==> src/rtl/multicycle_main_control.sv <==
// Multicycle main control FSM for the MIPS-subset datapath.
// Sequences fetch/decode/execute/memory/writeback, drives every datapath
// enable and mux select, waits on a memory ready handshake with a timeout
// trap, and traps unsupported opcodes.
// Optional: define J_EN to add the J instruction (opcode 000010).
module multicycle_main_control #(
    parameter int unsigned WAIT_LIMIT = 15,
    parameter int unsigned CNT_W      = 4
) (
    input  logic       clk,
    input  logic       rst_n,
    input  logic [5:0] opcode,
    input  logic       zero,
    input  logic       mem_ready,
    output logic       pc_write,
    output logic       ir_write,
    output logic       i_or_d,
    output logic       mem_read,
    output logic       mem_write,
    output logic       reg_write,
    output logic       reg_dst,
    output logic       mem_to_reg,
    output logic       alu_src_a,
    output logic [1:0] alu_src_b,
    output logic [2:0] alu_op,
    output logic [1:0] pc_src,
    output logic       illegal,
    output logic       bus_error,
    output logic [3:0] state_o
);

    localparam int unsigned OP_W = 6;

    localparam logic [OP_W-1:0] OP_R    = 6'b000000;
    localparam logic [OP_W-1:0] OP_LW   = 6'b100011;
    localparam logic [OP_W-1:0] OP_SW   = 6'b101011;
    localparam logic [OP_W-1:0] OP_BEQ  = 6'b000100;
    localparam logic [OP_W-1:0] OP_ADDI = 6'b001000;
    localparam logic [OP_W-1:0] OP_SLTI = 6'b001010;
    localparam logic [OP_W-1:0] OP_ANDI = 6'b001100;
    localparam logic [OP_W-1:0] OP_ORI  = 6'b001101;
`ifdef J_EN
    localparam logic [OP_W-1:0] OP_J    = 6'b000010;
`endif

    typedef enum logic [3:0] {
        IDLE     = 4'd0,
        FETCH    = 4'd1,
        DECODE   = 4'd2,
        MEM_ADDR = 4'd3,
        MEM_RD   = 4'd4,
        MEM_WB   = 4'd5,
        MEM_WR   = 4'd6,
        EXEC_R   = 4'd7,
        R_WB     = 4'd8,
        EXEC_I   = 4'd9,
        I_WB     = 4'd10,
        BRANCH   = 4'd11,
        JUMP     = 4'd12,
        TRAP     = 4'd13
    } state_e;

    state_e          state_q, state_d;
    logic [OP_W-1:0] op_q, op_d;
    logic [CNT_W-1:0] cnt_q, cnt_d;
    logic            illegal_q, illegal_d;
    logic            bus_error_q, bus_error_d;
    logic            timeout_c;
    logic            mem_state_c;

    // A memory-wait state times out when the counter hits the limit with no ready.
    assign timeout_c = (WAIT_LIMIT != 0) && (cnt_q == CNT_W'(WAIT_LIMIT)) && !mem_ready;
    assign mem_state_c = (state_q == FETCH) || (state_q == MEM_RD) || (state_q == MEM_WR);

    assign illegal   = illegal_q;
    assign bus_error = bus_error_q;
    assign state_o   = state_q;

    // State, latched opcode, wait counter and sticky error flags.
    always_ff @(posedge clk) begin
        if (!rst_n) begin
            state_q     <= IDLE;
            op_q        <= '0;
            cnt_q       <= '0;
            illegal_q   <= 1'b0;
            bus_error_q <= 1'b0;
        end else begin
            state_q     <= state_d;
            op_q        <= op_d;
            cnt_q       <= cnt_d;
            illegal_q   <= illegal_d;
            bus_error_q <= bus_error_d;
        end
    end

    // Next-state and control decode; Moore outputs plus the ready/zero terms.
    always_comb begin
        state_d     = state_q;
        op_d        = op_q;
        cnt_d       = '0;
        illegal_d   = illegal_q;
        bus_error_d = bus_error_q;
        pc_write    = 1'b0;
        ir_write    = 1'b0;
        i_or_d      = 1'b0;
        mem_read    = 1'b0;
        mem_write   = 1'b0;
        reg_write   = 1'b0;
        reg_dst     = 1'b0;
        mem_to_reg  = 1'b0;
        alu_src_a   = 1'b0;
        alu_src_b   = 2'b00;
        alu_op      = 3'b000;
        pc_src      = 2'b00;

        case (state_q)
            IDLE: state_d = FETCH;
            FETCH: begin
                mem_read  = 1'b1;
                alu_src_b = 2'b01;
                alu_op    = 3'b001;
                if (mem_ready) begin
                    ir_write = 1'b1;
                    pc_write = 1'b1;
                    state_d  = DECODE;
                end else if (timeout_c) begin
                    state_d     = TRAP;
                    bus_error_d = 1'b1;
                end
            end
            DECODE: begin
                alu_src_b = 2'b11;
                alu_op    = 3'b001;
                op_d      = opcode;
                case (opcode)
                    OP_R:                              state_d = EXEC_R;
                    OP_LW, OP_SW:                      state_d = MEM_ADDR;
                    OP_BEQ:                            state_d = BRANCH;
                    OP_ADDI, OP_SLTI, OP_ANDI, OP_ORI: state_d = EXEC_I;
`ifdef J_EN
                    OP_J:                              state_d = JUMP;
`endif
                    default: begin
                        state_d   = TRAP;
                        illegal_d = 1'b1;
                    end
                endcase
            end
            MEM_ADDR: begin
                alu_src_a = 1'b1;
                alu_src_b = 2'b10;
                alu_op    = 3'b001;
                state_d   = (op_q == OP_LW) ? MEM_RD : MEM_WR;
            end
            MEM_RD: begin
                mem_read = 1'b1;
                i_or_d   = 1'b1;
                if (mem_ready) begin
                    state_d = MEM_WB;
                end else if (timeout_c) begin
                    state_d     = TRAP;
                    bus_error_d = 1'b1;
                end
            end
            MEM_WB: begin
                reg_write  = 1'b1;
                mem_to_reg = 1'b1;
                state_d    = FETCH;
            end
            MEM_WR: begin
                mem_write = 1'b1;
                i_or_d    = 1'b1;
                if (mem_ready) begin
                    state_d = FETCH;
                end else if (timeout_c) begin
                    state_d     = TRAP;
                    bus_error_d = 1'b1;
                end
            end
            EXEC_R: begin
                alu_src_a = 1'b1;
                alu_op    = 3'b111;
                state_d   = R_WB;
            end
            R_WB: begin
                reg_write = 1'b1;
                reg_dst   = 1'b1;
                state_d   = FETCH;
            end
            EXEC_I: begin
                alu_src_a = 1'b1;
                alu_src_b = 2'b10;
                case (op_q)
                    OP_ADDI: alu_op = 3'b101;
                    OP_SLTI: alu_op = 3'b100;
                    OP_ANDI: alu_op = 3'b011;
                    OP_ORI:  alu_op = 3'b010;
                    default: alu_op = 3'b000;
                endcase
                state_d = I_WB;
            end
            I_WB: begin
                reg_write = 1'b1;
                state_d   = FETCH;
            end
            BRANCH: begin
                alu_src_a = 1'b1;
                pc_src    = 2'b01;
                pc_write  = zero;
                state_d   = FETCH;
            end
`ifdef J_EN
            JUMP: begin
                pc_write = 1'b1;
                pc_src   = 2'b10;
                state_d  = FETCH;
            end
`endif
            default: state_d = FETCH;
        endcase

        // Count consecutive cycles spent waiting in a memory state.
        if (mem_state_c && (state_d == state_q)) begin
            cnt_d = cnt_q + CNT_W'(1);
        end
    end

endmodule

==> config.mk <==
export PLATFORM = sky130hd
export DESIGN_NAME = multicycle_main_control
export DESIGN_NICKNAME = d
export VERILOG_FILES = /design/src/rtl/multicycle_main_control.sv
export SDC_FILE = /design/constraint.sdc
export NUM_CORES = 1
export LEC_CHECK = 0
export ABC_CLOCK_PERIOD_IN_PS = 1400
export BUFFER_PORTS_ARGS = -buffer_cell sky130_fd_sc_hd__buf_4
export CAP_MARGIN = 10
export CORE_ASPECT_RATIO = 1.4
export CORE_MARGIN = 2
export CORE_UTILIZATION = 45
export CTS_CLUSTER_DIAMETER = 40
export DETAILED_ROUTE_END_ITERATION = 10
export PLACE_DENSITY = 0.75
export SYNTH_ARGS = -nofsm -noshare
export SYNTH_HDL_FRONTEND = slang
export SYNTH_SLANG_ARGS = --single-unit
==> constraint.sdc <==
create_clock -name clk -period 1.4 [get_ports clk]
set_input_delay 0.35 -clock clk [delete_from_list [all_inputs] [get_ports clk]]
set_output_delay 0.35 -clock clk [all_outputs]
set_load 0.005 [all_outputs]
==> out/metrics.csv, run 1 <==
metric,value,unit
status,"complete, but fails checks",
violated checks,setup timing,
Hold Path Depth,2,
global-route wire length before repair,5210,um
number of CTS-inserted buffers,3,
min-delay worst type,input port to flop,
final weighted congestion of routability-driven global placement,0.813,
Die Height,60.3,um
largest voltage drop on the vdd net,0.000709,V
fraction of synthesis flops using an asynchronous set or reset pin,0,
Cell variety after synth,41,
Internal,0.000879,W
largest driver fanout on the critical path,8,
CP Buf/Inv Count,1,
Slowest Stage Delay on Critical Path,0.39,ns
Post-Syn Area,1020,sq um
buffer cell driving the clock tree root,sky130_fd_sc_hd__clkbuf_4,
number of setup violations in the final report,20,
depth of the most critical reg-to-reg path,6,
cell class contributing the biggest share of worst-path delay,simple AND/OR/NAND/NOR gates,
part of the power in registers,0.383,
fin crit share,1.26,
part of the Yosys area used for sequential elements,0.315,
predominant post-synthesis flop cell,sky130_fd_sc_hd__dfxtp_1,
P_sw,0.000454,W
setup skew after layout,0.00526,ns
number of max-cap violations,0,
share of the synthesized area in the top cell type,0.315,
max frequency,568,MHz
antenna violation net count after detailed routing,0,
Final Routed Wirelength,3350,um
Core Footprint,2150,sq um
post-detail-place hpwl,2310,um
Die X,44.2,um
number of top-level pins,32,
Port Buffer Count,30,
detailed-routing iteration count for the pre-antenna-repair pass,4,
power share of the clock group,0.183,
Worst Hold Launch,rst_n,
iteration-0 DRC count of the detailed router,34,
cells traversed along the worst timing path,or2b_4 -> nor3_4 -> a21o_1 -> buf_4,
register cell area after layout,335,sq um
RSZ-0062 raised after global routing,yes,
number of synthesized flops with an enable pin,0,
launch point of the worst path,state_o[1],
synthesized netlist cell count,138,
post-synthesis cell type with the largest combined area,sky130_fd_sc_hd__dfxtp_1,
Worst-path clk slew,0.09,ns
"Net Count, Synth",149,
clock sinks,16,
CTS H-tree depth,1,
number of antenna violations at the first check in global routing,0,
latest clock arrival within the worst-skew pair,0.29,ns
initial standard-cell utilization of the core,0.473,
Hold WS,0.293,ns
filler instances,143,
largest net degree at the start of global routing,15,
final count of hold timing violations,0,
ratio of routed vias to standard cells,5.78,
multi-input logic area,811,sq um
maximum number of buffers from clock root to sink,2,
via count of the first global-routing pass,1192,
#FFs+latches synth,16,
kind of end point of the critical path,output pin,
Yosys warning count,0,
total congestion overflow,0,
CP Data Required Time,1.05,ns
total power per unit cell area,785,nW/um^2
combinational cell fraction of total power,0.434,
GRT Overall Usage,0.262,
drc violations,0,
row count,20,
Crit-path slowest cell,sky130_fd_sc_hd__dfxtp_4,
end point of the most critical hold path,illegal,
arrival time worst endpoint,1.41,ns
setup ws final,-0.361,ns
number of nets in the final layout,205,
startpoint of the worst register-to-register path,cnt_q[0],
Switching Share,0.341,
area added between synthesis and finish,66.9,%
# diodes,0,
Register-to-Register Setup Slack,-0.08,ns
total vias in the final route,1236,
worst r2r dst,cnt_q[1],
Final Slew Violations,0,
average cell area after synthesis,7.37,sq um
die footprint,2660,sq um
kind of start point of the critical path,flop,
share of post-route cells with drive strength above 1,0.547,
average wire per standard cell,15.6,um
Leak,0.720,nW
Area contributors post-synth,"sky130_fd_sc_hd__dfxtp_1 31%, sky130_fd_sc_hd__nand2_1 7.7%, sky130_fd_sc_hd__a21oi_1 6.4%, sky130_fd_sc_hd__nor2_1 4.8%, sky130_fd_sc_hd__a211oi_1 4.4%",
TritonCTS clock tree,built,
minimum clock period after layout,1.76,ns
critical path start-end classification,flop to output pin,
Post-CTS Hold Fix Bufs,0,
Total Negative Setup Slacks,-3.78,ns
## power groups by stage
stage / Combinational [W] / Sequential (W) / Clock, W
floorplan: 0.000252 / 0.000510 / 0
global placement: 0.000429 / 0.000518 / 0
detailed placement: 0.000438 / 0.000519 / 0
CTS: 0.000513 / 0.000505 / 0.000244
global route: 0.000617 / 0.000514 / 0.000259
finish: 0.000579 / 0.000511 / 0.000244
## per-stage QoR
step	cells	total power (W)	cell area (sq um)	utilization	setup slack, ns
6_report	214	0.00133	1700	0.789	-0.361
5_1_grt	214	0.00139	1700	0.789	-0.419
4_1_cts	211	0.00126	1590	0.739	-0.336
3_5_place_dp	203	0.000957	1430	0.663	-0.156
3_3_place_gp	203	0.000946	1430	0.663	-0.0824
2_1_floorplan	138	0.000762	1080	-	-0.0558
## registers in the layout (all words and copies together) (netlist names)
signal / cells
bus_error: 1
cnt_q: 4
illegal: 1
op_q: 6
state_o: 4
## Yosys cell counts, types with 2 or more instances
cell,instances
sky130_fd_sc_hd__nand2_1,21
sky130_fd_sc_hd__dfxtp_1,16
sky130_fd_sc_hd__a21oi_1,13
sky130_fd_sc_hd__nor2_1,13
sky130_fd_sc_hd__nor3_1,8
sky130_fd_sc_hd__a211oi_1,6
sky130_fd_sc_hd__buf_2,5
sky130_fd_sc_hd__inv_1,4
sky130_fd_sc_hd__nand2b_1,4
sky130_fd_sc_hd__o21a_1,4
sky130_fd_sc_hd__nand3_1,3
sky130_fd_sc_hd__nor2b_1,3
sky130_fd_sc_hd__o21ai_0,3
sky130_fd_sc_hd__a21o_1,2
sky130_fd_sc_hd__a31oi_1,2
sky130_fd_sc_hd__clkbuf_1,2
sky130_fd_sc_hd__nor4b_1,2
sky130_fd_sc_hd__o22ai_1,2
sky130_fd_sc_hd__o31ai_1,2
sky130_fd_sc_hd__or3_1,2
## worst max path at each step
stage | endpoint | depth (start not counted)
after floorplan | state_o[1] | 5
after detailed placement | cnt_q[1] | 6
after global routing | alu_op[0] | 4
after CTS | alu_op[0] | 4
final | alu_op[0] | 4
after global placement | cnt_q[0] | 6
## worst reg2reg max path, delay by kind of cell, from the launching register on
family | cells | cell delay [ns]
and+or+nand+nor | 2 | 0.36
DFF | 1 | 0.34
AOI/OAI and AO/OA | 2 | 0.30
adders and majority gates | 1 | 0.22
buffers and inverters | 1 | 0.17
## area by class of cell
class,instances,share of cell area
inverter,5,0.0125
multi-input combinational,108,0.478
tap,22,0.0162
sequential,16,0.197
timing repair buffer,60,0.283
clock buffer,3,0.0133
## cell families (layout without fill, tap and decap cells)
family,Yosys count,count (layout),share of synthesized area
buffers and inverters,14,68,0.0689
AND/OR/NAND/NOR,61,61,0.296
other,1,1,0.00369
AO/OA/AOI/OAI,43,43,0.287
adder cells (fa/ha/maj),1,1,0.0123
flip-flops,16,16,0.315
XOR/XNOR,2,2,0.0172
## metal layers
layer | wire [um] | share of wire | up-vias | GRT usage
met4 | 67 | 0.020 | 0 | 0.121
met5 | 0 | 0 | - | 0
li1 | - | - | 602 | -
met3 | 206 | 0.062 | 10 | 0.0363
met1 | 1340 | 0.40 | 566 | 0.311
met2 | 1730 | 0.52 | 58 | 0.458
## layout by cell type (no fill, tap or decap), types with 4 or more instances in the layout
cell | Yosys | layout
sky130_fd_sc_hd__dfxtp_1 | 16 | 10
sky130_fd_sc_hd__o21a_1 | 4 | 4
sky130_fd_sc_hd__buf_6 | 1 | 8
sky130_fd_sc_hd__a21oi_1 | 13 | 12
sky130_fd_sc_hd__nor3_2 | 0 | 4
sky130_fd_sc_hd__nand2b_4 | 1 | 4
sky130_fd_sc_hd__nor2_1 | 13 | 8
sky130_fd_sc_hd__buf_4 | 1 | 52
sky130_fd_sc_hd__nand2_1 | 21 | 18
## timing repair
action / in CTS / in global routing
gates resized for setup: 27 / 22
setup endpoints to repair: 21 / 27
pin swaps: 12 / 8
buffers inserted: 5 / 4
Power figures use the tool's default switching activity.
==> run 2: changes to the inputs <==
--- a/config.mk
+++ b/config.mk
@@ -5,7 +5,7 @@
 export SDC_FILE = /design/constraint.sdc
 export NUM_CORES = 1
 export LEC_CHECK = 0
-export ABC_CLOCK_PERIOD_IN_PS = 1400
+export ABC_CLOCK_PERIOD_IN_PS = 1600
 export BUFFER_PORTS_ARGS = -buffer_cell sky130_fd_sc_hd__buf_4
 export CAP_MARGIN = 10
 export CORE_ASPECT_RATIO = 1.4
==> constraint.sdc (replaced) <==
create_clock -name clk -period 1.6 [get_ports clk]
set_input_delay 0.4 -clock clk [delete_from_list [all_inputs] [get_ports clk]]
set_output_delay 0.4 -clock clk [all_outputs]
set_load 0.005 [all_outputs]
==> run 2 against run 1 <==
Global-route usage increased by 0.80 points; clock power rose by 17%; non-clock buffer count decreased by 5; design area is 3.8% lower; clock-buffer cell count is 1 higher; largest cell class unchanged; total power down 9.0%; the flow still finishes with violations (setup timing); sequential share of layout area grew 0.85 points; die area did not move; worst setup slack gained 0.12 ns; combinational power decreased by 17%; routed wire length increased by 3.5%; final cell count shrank 1.9%.
==> out/metrics.csv, run 2 (synthesized netlist as in run 1, its figures left out) <==
metric,value,unit
via count of the first global-routing pass,1168,
TritonCTS clock tree,built,
min-delay worst type,input port to flop,
number of nets in the final layout,200,
Leak,0.699,nW
number of top-level pins,32,
critical path start-end classification,flop to output pin,
total power per unit cell area,742,nW/um^2
GRT Overall Usage,0.270,
final core occ,0.759,
Worst-path clk slew,0.12,ns
Die X,44.2,um
depth of the most critical reg-to-reg path,7,
CP Data Required Time,1.20,ns
latest clock arrival within the worst-skew pair,0.29,ns
setup skew after layout,0.0132,ns
post-detail-place hpwl,2180,um
Final Routed Wirelength,3460,um
dpl ws,-0.0286,ns
Total Negative Setup Slacks,-2.03,ns
total congestion overflow,0,
row count,20,
number of max-cap violations,0,
ratio of routed vias to standard cells,6.02,
"commonest cells after routing, fill and taps aside","45 x sky130_fd_sc_hd__buf_4, 18 x sky130_fd_sc_hd__nand2_1, 12 x sky130_fd_sc_hd__a21oi_1",
number of antenna violations at the first check in global routing,0,
most frequent standard cell in the layout excluding fill and tap cells,sky130_fd_sc_hd__buf_4,
Final Slew Violations,0,
antenna violation net count after detailed routing,0,
global-route wire length before repair,5270,um
area added between synthesis and finish,60.6,%
maximum number of buffers from clock root to sink,2,
setup ws final,-0.240,ns
fin crit share,1.15,
Core Footprint,2150,sq um
number of setup violations in the final report,14,
die footprint,2660,sq um
total vias in the final route,1265,
number of flip-flops under the largest register name,6,
Hold Path Depth,2,
Port Buffer Count,30,
RSZ-0062 raised after global routing,yes,
final count of hold timing violations,0,
largest net degree at the start of global routing,17,
initial standard-cell utilization of the core,0.473,
minimum clock period after layout,1.84,ns
Post-CTS Hold Fix Bufs,0,
average wire per standard cell,16.5,um
share of post-route cells with drive strength above 1,0.484,
number of CTS-inserted buffers,3,
status,"complete, but fails checks",
register with the highest flop count,op_q,
clock sinks,16,
kind of end point of the critical path,output pin,
max frequency,544,MHz
final weighted congestion of routability-driven global placement,0.858,
arrival time worst endpoint,1.44,ns
# diodes,0,
kind of start point of the critical path,flop,
largest voltage drop on the vdd net,0.000427,V
CTS H-tree depth,1,
detailed-routing iteration count for the pre-antenna-repair pass,4,
drc violations,0,
Die Height,60.3,um
largest driver fanout on the critical path,5,
buffer cell driving the clock tree root,sky130_fd_sc_hd__clkbuf_4,
iteration-0 DRC count of the detailed router,44,
Pwr Total,0.00121,W
violated checks,setup timing,
[run 2: cell count changes in the layout (fill, tap and decap cells not counted), sizes merged]
| cell | before | now |
|---|---|---|
| buf | 60 | 55 |
| clkbuf | 3 | 4 |
[run 2: per-stage QoR]
step / instances / cell area, sq um / hold slack, ns
after detailed placement: 194 / 1320 / 0.459
after global placement: 194 / 1320 / 0.438
final: 210 / 1630 / 0.354
after CTS: 209 / 1540 / 0.345
after floorplan: 138 / 1020 / 0.423
after global routing: 210 / 1630 / 0.351
[run 2: area by class of cell]
cell class	count	area (sq um)
fill	136	518
multi-input combinational	108	756
clock buffer	4	36.3
tap	22	27.5
timing repair buffer	55	454
inverter	5	23.8
sequential	16	337
[run 2: metal layers]
layer / vias up / track usage / wire [um]
li1: 591 / - / -
met1: 605 / 0.294 / 1290
met2: 50 / 0.500 / 1880
met3: 19 / 0.0393 / 144
met4: 0 / 0.126 / 144
met5: - / 0 / 0
[run 2: timing repair]
item | 4_1_cts | 5_1_grt
buffers inserted | 11 | 1
pin swaps | 5 | 8
setup endpoints to repair | 18 | 19
resized for setup | 30 | 20
[run 2: power breakdown]
group	total (W)	internal [W]	leakage (nW)	switching, W
Clock	0.000285	0.000138	0.0210	0.000146
Sequential	0.000448	0.000420	0.133	0.0000285
Combinational	0.000480	0.000250	0.545	0.000230
Total	0.00121	0.000808	0.699	0.000405
[run 2: worst max-delay path, stage by stage (launching register included)]
cell and delay [ns]:
sky130_fd_sc_hd__dfxtp_4 0.38, sky130_fd_sc_hd__buf_4 0.16, sky130_fd_sc_hd__o21ai_0 0.22, sky130_fd_sc_hd__a21oi_1 0.10, sky130_fd_sc_hd__a21o_1 0.17, sky130_fd_sc_hd__buf_6 0.11
[run 2: final timing paths]
path         startpoint         end  slack (ns)
min               rst_n     illegal        0.35
max reg2reg  state_o[1]  state_o[1]           0
max          state_o[0]   alu_op[0]       -0.24
min reg2reg     illegal     illegal        0.48
